==> src/rtl/store_buffer_pkg.sv <==
// Shared constants and width helpers for the store buffer and its match logic.
package store_buffer_pkg;

    // Byte offset bits dropped to form a word address.
    localparam int WORD_LSB = 2;

    // Number of byte lanes in a data word.
    function automatic int be_width(input int data_w);
        return data_w / 8;
    endfunction

    // Pointer width for a power-of-two FIFO depth.
    function automatic int ptr_width(input int depth);
        return (depth > 1) ? $clog2(depth) : 1;
    endfunction

    // Who owns the SRAM port this cycle.
    typedef enum logic [1:0] {
        PORT_IDLE  = 2'd0,
        PORT_READ  = 2'd1,
        PORT_DRAIN = 2'd2
    } port_sel_e;

endpackage

==> src/rtl/store_buffer_match.sv <==
// Compares a load against all queued stores plus the incoming store and picks
// the youngest overlapping one.
module store_buffer_match
    import store_buffer_pkg::*;
#(
    parameter int DEPTH   = 4,
    parameter int WADDR_W = 30,
    parameter int DATA_W  = 32,
    parameter int BE_W    = 4,
    parameter int PTR_W   = 2
) (
    input  logic [DEPTH-1:0]              ent_valid,
    input  logic [DEPTH-1:0][WADDR_W-1:0] ent_waddr,
    input  logic [DEPTH-1:0][DATA_W-1:0]  ent_data,
    input  logic [DEPTH-1:0][BE_W-1:0]    ent_be,
    input  logic [PTR_W-1:0]              head,
    input  logic                          in_valid,
    input  logic [WADDR_W-1:0]            in_waddr,
    input  logic [DATA_W-1:0]             in_data,
    input  logic [BE_W-1:0]               in_be,
    input  logic                          ld_valid,
    input  logic [WADDR_W-1:0]            ld_waddr,
    input  logic [BE_W-1:0]               ld_be,
    output logic                          hit,
    output logic                          covers,
    output logic [DATA_W-1:0]             sel_data
);

    logic [PTR_W-1:0] idx;
    logic [BE_W-1:0]  sel_be;

    // Walk oldest to youngest so later matches override; the incoming store is youngest of all.
    always_comb begin
        hit      = 1'b0;
        sel_be   = '0;
        sel_data = '0;
        idx      = '0;
        for (int k = 0; k < DEPTH; k++) begin
            idx = head + PTR_W'(k);
            if (ent_valid[idx] && (ent_waddr[idx] == ld_waddr) && ((ent_be[idx] & ld_be) != '0)) begin
                hit      = 1'b1;
                sel_be   = ent_be[idx];
                sel_data = ent_data[idx];
            end
        end
        if (in_valid && (in_waddr == ld_waddr) && ((in_be & ld_be) != '0)) begin
            hit      = 1'b1;
            sel_be   = in_be;
            sel_data = in_data;
        end
        if (!ld_valid) begin
            hit = 1'b0;
        end
        covers = hit && ((ld_be & ~sel_be) == '0);
    end

endmodule

==> src/rtl/store_buffer.sv <==
// Store buffer between MEM and the single-port data SRAM. Stores queue here and
// drain only when no load needs the port; loads forward from or stall on queued stores.
//
// Store handshake: a store transfers on a rising edge where st_valid && st_ready;
// st_ready depends only on registered occupancy, never on this cycle's load.
module store_buffer
    import store_buffer_pkg::*;
#(
    parameter int DEPTH  = 4,
    parameter int ADDR_W = 32,
    parameter int DATA_W = 32
) (
    input  logic                     clk,
    input  logic                     reset,
    input  logic                     st_valid,
    output logic                     st_ready,
    input  logic [ADDR_W-1:0]        st_addr,
    input  logic [DATA_W-1:0]        st_wdata,
    input  logic [DATA_W/8-1:0]      st_be,
    input  logic                     ld_valid,
    input  logic [ADDR_W-1:0]        ld_addr,
    input  logic [DATA_W/8-1:0]      ld_be,
    output logic                     ld_stall,
    output logic                     ld_fwd_hit,
    output logic [DATA_W-1:0]        ld_fwd_data,
    output logic                     sram_en,
    output logic [DATA_W/8-1:0]      sram_we,
    output logic [ADDR_W-1:0]        sram_addr,
    output logic [DATA_W-1:0]        sram_wdata,
    output logic [$clog2(DEPTH):0]   count,
    output logic                     empty,
    output logic                     full
);

    localparam int BE_W    = be_width(DATA_W);
    localparam int PTR_W   = ptr_width(DEPTH);
    localparam int CNT_W   = PTR_W + 1;
    localparam int WADDR_W = ADDR_W - WORD_LSB;

    logic [PTR_W-1:0]              head_q, head_d, tail_q, tail_d;
    logic [CNT_W-1:0]              count_q, count_d;
    logic [DEPTH-1:0]              ent_valid_q, ent_valid_d;
    logic [DEPTH-1:0][WADDR_W-1:0] ent_waddr_q, ent_waddr_d;
    logic [DEPTH-1:0][DATA_W-1:0]  ent_data_q, ent_data_d;
    logic [DEPTH-1:0][BE_W-1:0]    ent_be_q, ent_be_d;
    logic                          ld_fwd_hit_q, ld_fwd_hit_d;
    logic [DATA_W-1:0]             ld_fwd_data_q, ld_fwd_data_d;

    logic                          st_push;
    logic                          m_hit, m_covers;
    logic [DATA_W-1:0]             m_sel_data;
    port_sel_e                     port_sel;
    logic                          unused_addr_lsbs;

    assign unused_addr_lsbs = ^{st_addr[WORD_LSB-1:0], ld_addr[WORD_LSB-1:0]};

    assign full        = (count_q == CNT_W'(DEPTH));
    assign empty       = (count_q == '0);
    assign count       = count_q;
    assign st_ready    = !full;
    // Zero-byte stores complete the handshake but carry nothing worth writing.
    assign st_push     = st_valid && st_ready && (st_be != '0);
    assign ld_stall    = m_hit && !m_covers;
    assign ld_fwd_hit  = ld_fwd_hit_q;
    assign ld_fwd_data = ld_fwd_data_q;

    store_buffer_match #(
        .DEPTH  (DEPTH),
        .WADDR_W(WADDR_W),
        .DATA_W (DATA_W),
        .BE_W   (BE_W),
        .PTR_W  (PTR_W)
    ) u_match (
        .ent_valid(ent_valid_q),
        .ent_waddr(ent_waddr_q),
        .ent_data (ent_data_q),
        .ent_be   (ent_be_q),
        .head     (head_q),
        .in_valid (st_push),
        .in_waddr (st_addr[ADDR_W-1:WORD_LSB]),
        .in_data  (st_wdata),
        .in_be    (st_be),
        .ld_valid (ld_valid),
        .ld_waddr (ld_addr[ADDR_W-1:WORD_LSB]),
        .ld_be    (ld_be),
        .hit      (m_hit),
        .covers   (m_covers),
        .sel_data (m_sel_data)
    );

    // Port arbitration: a non-stalled load always wins, otherwise drain the head.
    always_comb begin
        port_sel   = PORT_IDLE;
        sram_en    = 1'b0;
        sram_we    = '0;
        sram_addr  = '0;
        sram_wdata = '0;
        if (ld_valid && !ld_stall) begin
            port_sel  = PORT_READ;
            sram_en   = 1'b1;
            sram_addr = ld_addr;
        end else if (!empty) begin
            port_sel   = PORT_DRAIN;
            sram_en    = 1'b1;
            sram_we    = ent_be_q[head_q];
            sram_addr  = {ent_waddr_q[head_q], {WORD_LSB{1'b0}}};
            sram_wdata = ent_data_q[head_q];
        end
    end

    // FIFO push/pop bookkeeping and forward capture.
    always_comb begin
        head_d        = head_q;
        tail_d        = tail_q;
        ent_valid_d   = ent_valid_q;
        ent_waddr_d   = ent_waddr_q;
        ent_data_d    = ent_data_q;
        ent_be_d      = ent_be_q;
        if (st_push) begin
            ent_valid_d[tail_q] = 1'b1;
            ent_waddr_d[tail_q] = st_addr[ADDR_W-1:WORD_LSB];
            ent_data_d[tail_q]  = st_wdata;
            ent_be_d[tail_q]    = st_be;
            tail_d              = tail_q + 1'b1;
        end
        if (port_sel == PORT_DRAIN) begin
            ent_valid_d[head_q] = 1'b0;
            head_d              = head_q + 1'b1;
        end
        count_d       = count_q + CNT_W'(st_push) - CNT_W'(port_sel == PORT_DRAIN);
        ld_fwd_hit_d  = ld_valid && m_hit && m_covers;
        ld_fwd_data_d = ld_fwd_hit_d ? m_sel_data : ld_fwd_data_q;
    end

    // State registers; reset throws away any stores still queued.
    always_ff @(posedge clk or posedge reset) begin
        if (reset) begin
            head_q        <= '0;
            tail_q        <= '0;
            count_q       <= '0;
            ent_valid_q   <= '0;
            ent_waddr_q   <= '0;
            ent_data_q    <= '0;
            ent_be_q      <= '0;
            ld_fwd_hit_q  <= 1'b0;
            ld_fwd_data_q <= '0;
        end else begin
            head_q        <= head_d;
            tail_q        <= tail_d;
            count_q       <= count_d;
            ent_valid_q   <= ent_valid_d;
            ent_waddr_q   <= ent_waddr_d;
            ent_data_q    <= ent_data_d;
            ent_be_q      <= ent_be_d;
            ld_fwd_hit_q  <= ld_fwd_hit_d;
            ld_fwd_data_q <= ld_fwd_data_d;
        end
    end

endmodule

==> config.mk <==
export PLATFORM = sky130hd
export DESIGN_NAME = store_buffer
export DESIGN_NICKNAME = d
export VERILOG_FILES = /design/src/rtl/store_buffer_pkg.sv /design/src/rtl/store_buffer_match.sv /design/src/rtl/store_buffer.sv
export SDC_FILE = /design/constraint.sdc
export NUM_CORES = 1
export LEC_CHECK = 0
export CAP_MARGIN = 20
export CELL_PAD_IN_SITES_DETAIL_PLACEMENT = 1
export CELL_PAD_IN_SITES_GLOBAL_PLACEMENT = 1
export CORE_UTILIZATION = 52
export DETAILED_ROUTE_END_ITERATION = 8
export PLACE_DENSITY_LB_ADDON = 0.12
export SLEW_MARGIN = 20
export SYNTH_ARGS = -nofsm -noshare
export SYNTH_HDL_FRONTEND = slang
export SYNTH_SLANG_ARGS = --single-unit
==> constraint.sdc <==
create_clock -name clk -period 23 [get_ports clk]
set_input_delay 4.6 -clock clk [delete_from_list [all_inputs] [get_ports clk]]
set_output_delay 4.6 -clock clk [all_outputs]
set_load 0.02 [all_outputs]
* Yosys cells after proc, flatten, opt, wreduce, memory -nomap -nowiden
Cells that the tools add are included.
** Cells by class
- $add $sub $neg :: 6
- $lt $le $gt $ge :: 7
- Equal/unequal tests :: 7
- Muxes and demuxes :: 73
- Bitwise operators :: 10
- Reductions and logical operators :: 30
** Operator list (number)
- $mux W32 :: 14
- $bmux W32 S2 :: 4
- $bmux W30 S2 :: 4
- $eq A30 B30 Y1 :: 5
- $mux W30 :: 5
- $bwmux W128 :: 1
- $bwmux W120 :: 1
- $demux W32 S2 :: 1
- $demux W30 S2 :: 1
- $mux W4 :: 14
- $bmux W4 S2 :: 4
- $and A4 B4 Y4 :: 7
- $reduce_bool A4 Y1 :: 6
- $logic_and A1 B1 Y1 :: 19
- $bwmux W16 :: 1
- $lt A2 B3 Y1 const B :: 5
- $mux W1 :: 14
- $bmux W1 S2 :: 4
- $demux W4 S2 :: 1
- $not A4 Y4 :: 2
- $add A2 B1 Y2 const B :: 2
- $add A2 B2 Y2 const B :: 2
- $demux W1 S2 :: 2
- $ge A2 B1 Y1 const B :: 2
- other kinds (9) :: 12
** Storage, ports and cells
- Register bits after elaboration :: 308
- Input bits :: 108
- Output and inout bits :: 109
- Logic and storage cells :: 151

* Logic depth before layout (Yosys ltp)
- Depth after elaboration :: 21
- Depth in mapped cells :: 33
- Depth with buffers taken out :: 20

* By module
From an unflattened synthesis, not the netlist that was laid out.
** Second synthesis, totals
- Cell total of the unflattened synthesis :: 2171
- Area total of the unflattened synthesis :: 24508.5 um2
** Modules (own cells, without submodules)
- store_buffer :: instances 1, cells an instance 847, area an instance 14452.6 um2, sequential area each 7707.4 um2
- store_buffer_match :: instances 1, cells an instance 1324, area an instance 10055.9 um2, sequential area each 0.0 um2

* Worst setup path before layout
OpenSTA, ideal clock, no wires.
- Kind :: input-to-output
- Start :: in ld_addr[12]
- End :: out sram_addr[2]
- Arrival :: 8074 ps
- Data required time :: 18400 ps
- Slack :: 10326 ps
- Cell stages on the path :: 15
- Buffers on the path :: 4
- Cells stage by stage :: clkbuf_1 -> nor2b_1 -> a32o_1 -> a311oi_1 -> or4b_1 -> or4_1 -> buf_2 -> o311a_1 -> a211oi_1 -> o21ai_2 -> nand4_2 -> a21bo_1 -> buf_4 -> buf_4 -> mux2i_1
** Between the ends
- Word-level cells in the longest chain between the ends :: 17
- Elaborated cells on any way between the ends :: 35
- Those cells by class :: 5 x eq/ne; 12 x mux; 2 x bitwise; 16 x reduce/logical
** RTL lines
- start, declared :: line store_buffer.sv:21 : input logic [ADDR_W-1:0] ld_addr,
- $eq A30 B30 Y1 :: line store_buffer_match.sv:40 : if (ent_valid[idx] && (ent_waddr[idx] == ld_waddr) && ((ent_be[idx] & ld_be) != '0)) begin
- $logic_and A1 B1 Y1 (2 in series) :: line store_buffer_match.sv:40
- $mux W4 (4 in series) :: line store_buffer_match.sv:40
- $mux W4 :: line store_buffer_match.sv:46 : if (in_valid && (in_waddr == ld_waddr) && ((in_be & ld_be) != '0)) begin
- $not A4 Y4 :: line store_buffer_match.sv:54 : covers = hit && ((ld_be & ~sel_be) == '0);
- $and A4 B4 Y4 :: line store_buffer_match.sv:54
- $logic_not A4 Y1 :: line store_buffer_match.sv:54
- $logic_and A1 B1 Y1 :: line store_buffer_match.sv:54
- $logic_not A1 Y1 :: line store_buffer.sv:63 : assign ld_stall = m_hit && !m_covers;
- $logic_and A1 B1 Y1 (*) :: line store_buffer.sv:63
- $logic_not A1 Y1 (*) :: line store_buffer.sv:98 : if (ld_valid && !ld_stall) begin
- $logic_and A1 B1 Y1 (*) :: line store_buffer.sv:98
- $mux W32 (*) :: line store_buffer.sv:98
- end, declared :: line store_buffer.sv:28 : output logic [ADDR_W-1:0] sram_addr,
Mark *: on every way between the ends. The rest lies on a longest branch, timed or not.

* Worst setup path after layout
- Start :: in ld_addr[9]
- End :: out sram_addr[21]
The elaborated chain is that of the path after synthesis.

==> run summary <==
Area of the mapped netlist = 23300 um^2
Core area = 44200 um^2
TritonCTS clock tree = done
Fin crit period = 15360 ps
Post-CTS setup repair buffer count = 0
Fin crit share = 66.8%
Mapped Nets = 1978
TNS Setup = 0 ps
PwrDens = 167 nW/um^2
CP Data Required Time = 18400 ps
RePlAce Congestion = 0.938
Post-synthesis sequential area ratio = 33.0%
Pins Over Slew Limit = 0
Routed wire length = 77000 um
Actual slew at the worst max-slew pin = 1130 ps
# rows = 77
Clk_lat worst skew = 590 ps
Hold Fails Final Rpt = 0
Root Driver = clkbuf_16
Commonest cells post-synth = 308 x dfrtp_1, 286 x mux2_2, 235 x mux4_2, 176 x mux2i_1, 122 x nand2_1
H-tree lvl count = 2
Grt total ovfl = 0
Area growth syn-to-layout = 16.0%
Ports = 217
Fillers = 4243
Layout cells sized above 1 = 32.9%
Top-count cell post-synth = dfrtp_1
Placement Cell Area = 25800 um^2
Cells after Synth = 1859
Cts bufs inserted = 39
Rel. slew slack = 24.6%
Worst-path clk slew = 60 ps
Post-CTS Hold Buffers = 0
Top cell type's share of synthesized area = 33.0%
DR iter-0 viols = 1676
Max Fclk = 65.1 MHz
Synth top area cells = dfrtp_1 33%, mux4_2 23%, mux2_2 14%
Static Leak = 11.0 nW
Vias/cell = 6.81
Status = complete, no violations
Async SR Flop Fraction = 100%
Routed WL per cell = 29.6 um
Gr usage total = 34.1%
IO buf count = 214
Design area = 27100 um^2
Cells resized by post-CTS repair = 0
Yosys top cell by area = dfrtp_1
Post-synth EDFFs = 0
CP startpoint kind = input pin
Largest net degree at the start of global routing = 150
Initial Util = 52.8%
Yosys reg bits = 308
Setup Skew = 26.1 ps
Die ar. = 45800 um^2
Global-route wire length before repair = 120000 um
Vias = 17700
Pwr Total = 4.53 mW
Avg Cell Area, Syn = 12.6 um^2
Crit Path Category = in2out
RSZ-0062 raised after global routing = no
Final Util = 61.3%
Yosys warns = 0
Initial antenna violation count = 9
Dpl hpwl = 49500 um
CP max FO = 53
DR DRC count = 0
Most used flip-flop cell after synthesis = dfrtp_1
Clock Tree Buf Depth = 3
Maxcap violations = 0
Maximum VDD drop = 93.8 uV
Die Ht = 214 um
Drt pass-1 iters = 5
Antenna-violating nets left = 0
Worst Setup End Kind = primary output
Vias in the first global route = 18800
Critical Path AT = 10760 ps
Die width = 214 um
Endpoints failing setup = 0
CTS sink count = 308
Distinct cell type count after synthesis = 73
Final #Nets = 2093
Hold crit path type = reg2reg
==> metal layers <==
layer  global-route usage (%)  up-vias  wire length (um)
met2                     53.8      749             37000
met4                     12.1        4              2220
li1                         -     7372                 -
met1                     47.4     9430             31900
met3                     6.28      149              5880
met5                        0        -                23
==> final cells by class <==
type	instances	area [um^2]	area share, %
Clock buffer	55	1120	4.12
Timing Repair Buffer	240	2350	8.67
Tap cell	592	741	2.73
Multi-Input combinational cell	1337	14800	54.5
Clock inverter	15	196	0.725
Antenna cell	5	12.5	0.0462
Sequential cell	308	7710	28.5
Inverter	48	188	0.693
==> worst max-delay path, cell delays in order <==
cell             delay, ps
clkdlybuf4s50_1        700
nor2b_1                300
a32oi_1                320
nand3_1                110
or4b_1                 560
or4_1                  740
o311a_1                420
a211oi_1               220
o21ai_1                130
nand4_2                190
a21bo_4                400
buf_4                  820
mux2i_1                500
clkdlybuf4s50_1        690
==> cell families after synthesis <==
group / synth area share, %
muxes: 45.9
DFF: 33.0
and+or+nand+nor: 6.39
buffers and inverters: 4.09
AOI/OAI and AO/OA: 5.43
xor gates and xnor gates: 4.58
adders and majority gates: 0.622
==> through the flow <==
| stage | setup WS (ps) | instances | hold WS (ps) |
|---|---|---|---|
| 5_1_grt | 7590 | 2598 | 525 |
| 4_1_cts | 7730 | 2595 | 512 |
| 6_report | 7640 | 2600 | 509 |
| 2_1_floorplan | 9880 | 1859 | 526 |
| 3_3_place_gp | 7790 | 2525 | 494 |
| 3_5_place_dp | 7770 | 2525 | 494 |
==> sequential cells by signal, indices dropped and copies added (netlist names) <==
register and count:
tail_q 2, head_q 2, ld_fwd_data 32, count 3, ent_data_q 128, ld_fwd_hit 1
ent_waddr_q 120, ent_valid_q 4, ent_be_q 16
==> report_power, final <==
| group | internal [mW] | leakage, nW | total (mW) | switching, mW |
|---|---|---|---|---|
| combinational | 1.47 | 6.60 | 2.73 | 1.26 |
| sequential | 0.794 | 3.73 | 1.16 | 0.365 |
| clock | 0.384 | 0.646 | 0.640 | 0.255 |
| total | 2.65 | 11.0 | 4.53 | 1.88 |
==> cells in the final DEF, fill, tap and decap left out, types with 5 or more instances in the layout <==
master,n
clkbuf_8,6
nor2_1,18
inv_1,45
nand4_1,20
clkdlybuf4s50_1,214
clkbuf_1,9
and3_1,36
nor4_1,17
dfrtp_1,306
clkbuf_16,40
mux2i_1,176
nand3_1,6
nor3_1,5
clkinv_2,7
o221ai_1,7
a221oi_1,6
a211oi_1,7
a22oi_1,15
buf_4,25
or4_1,5
mux2_2,286
nand2_1,118
diode_2,5
o22ai_1,11
xnor2_1,94
o21ai_0,69
a21oi_1,14
ha_1,9
nor2b_1,39
mux4_2,235
xor2_1,28
a21boi_0,5
mux2_4,29
a31oi_1,5
==> final timing paths <==
check / slack, ps / depth (start not counted) / endpoint / from
max in group asynchronous: 16330 / 4 / ld_fwd_data[16]$_DFFE_PP0P_ / reset
worst min register to register: 510 / 1 / ld_fwd_data[28]$_DFFE_PP0P_ / ld_fwd_data[28]$_DFFE_PP0P_
worst max-delay path: 7640 / 14 / sram_addr[21] / ld_addr[9]
min in group asynchronous: 4550 / 2 / ent_waddr_q[86]$_DFFE_PP0P_ / reset
worst max register to register: 14370 / 22 / count[2]$_DFF_PP0_ / head_q[1]$_DFFE_PP0N_
worst min-delay path: 510 / 1 / ld_fwd_data[28]$_DFFE_PP0P_ / ld_fwd_data[28]$_DFFE_PP0P_
No activity file was read; power rests on OpenSTA's default activity.
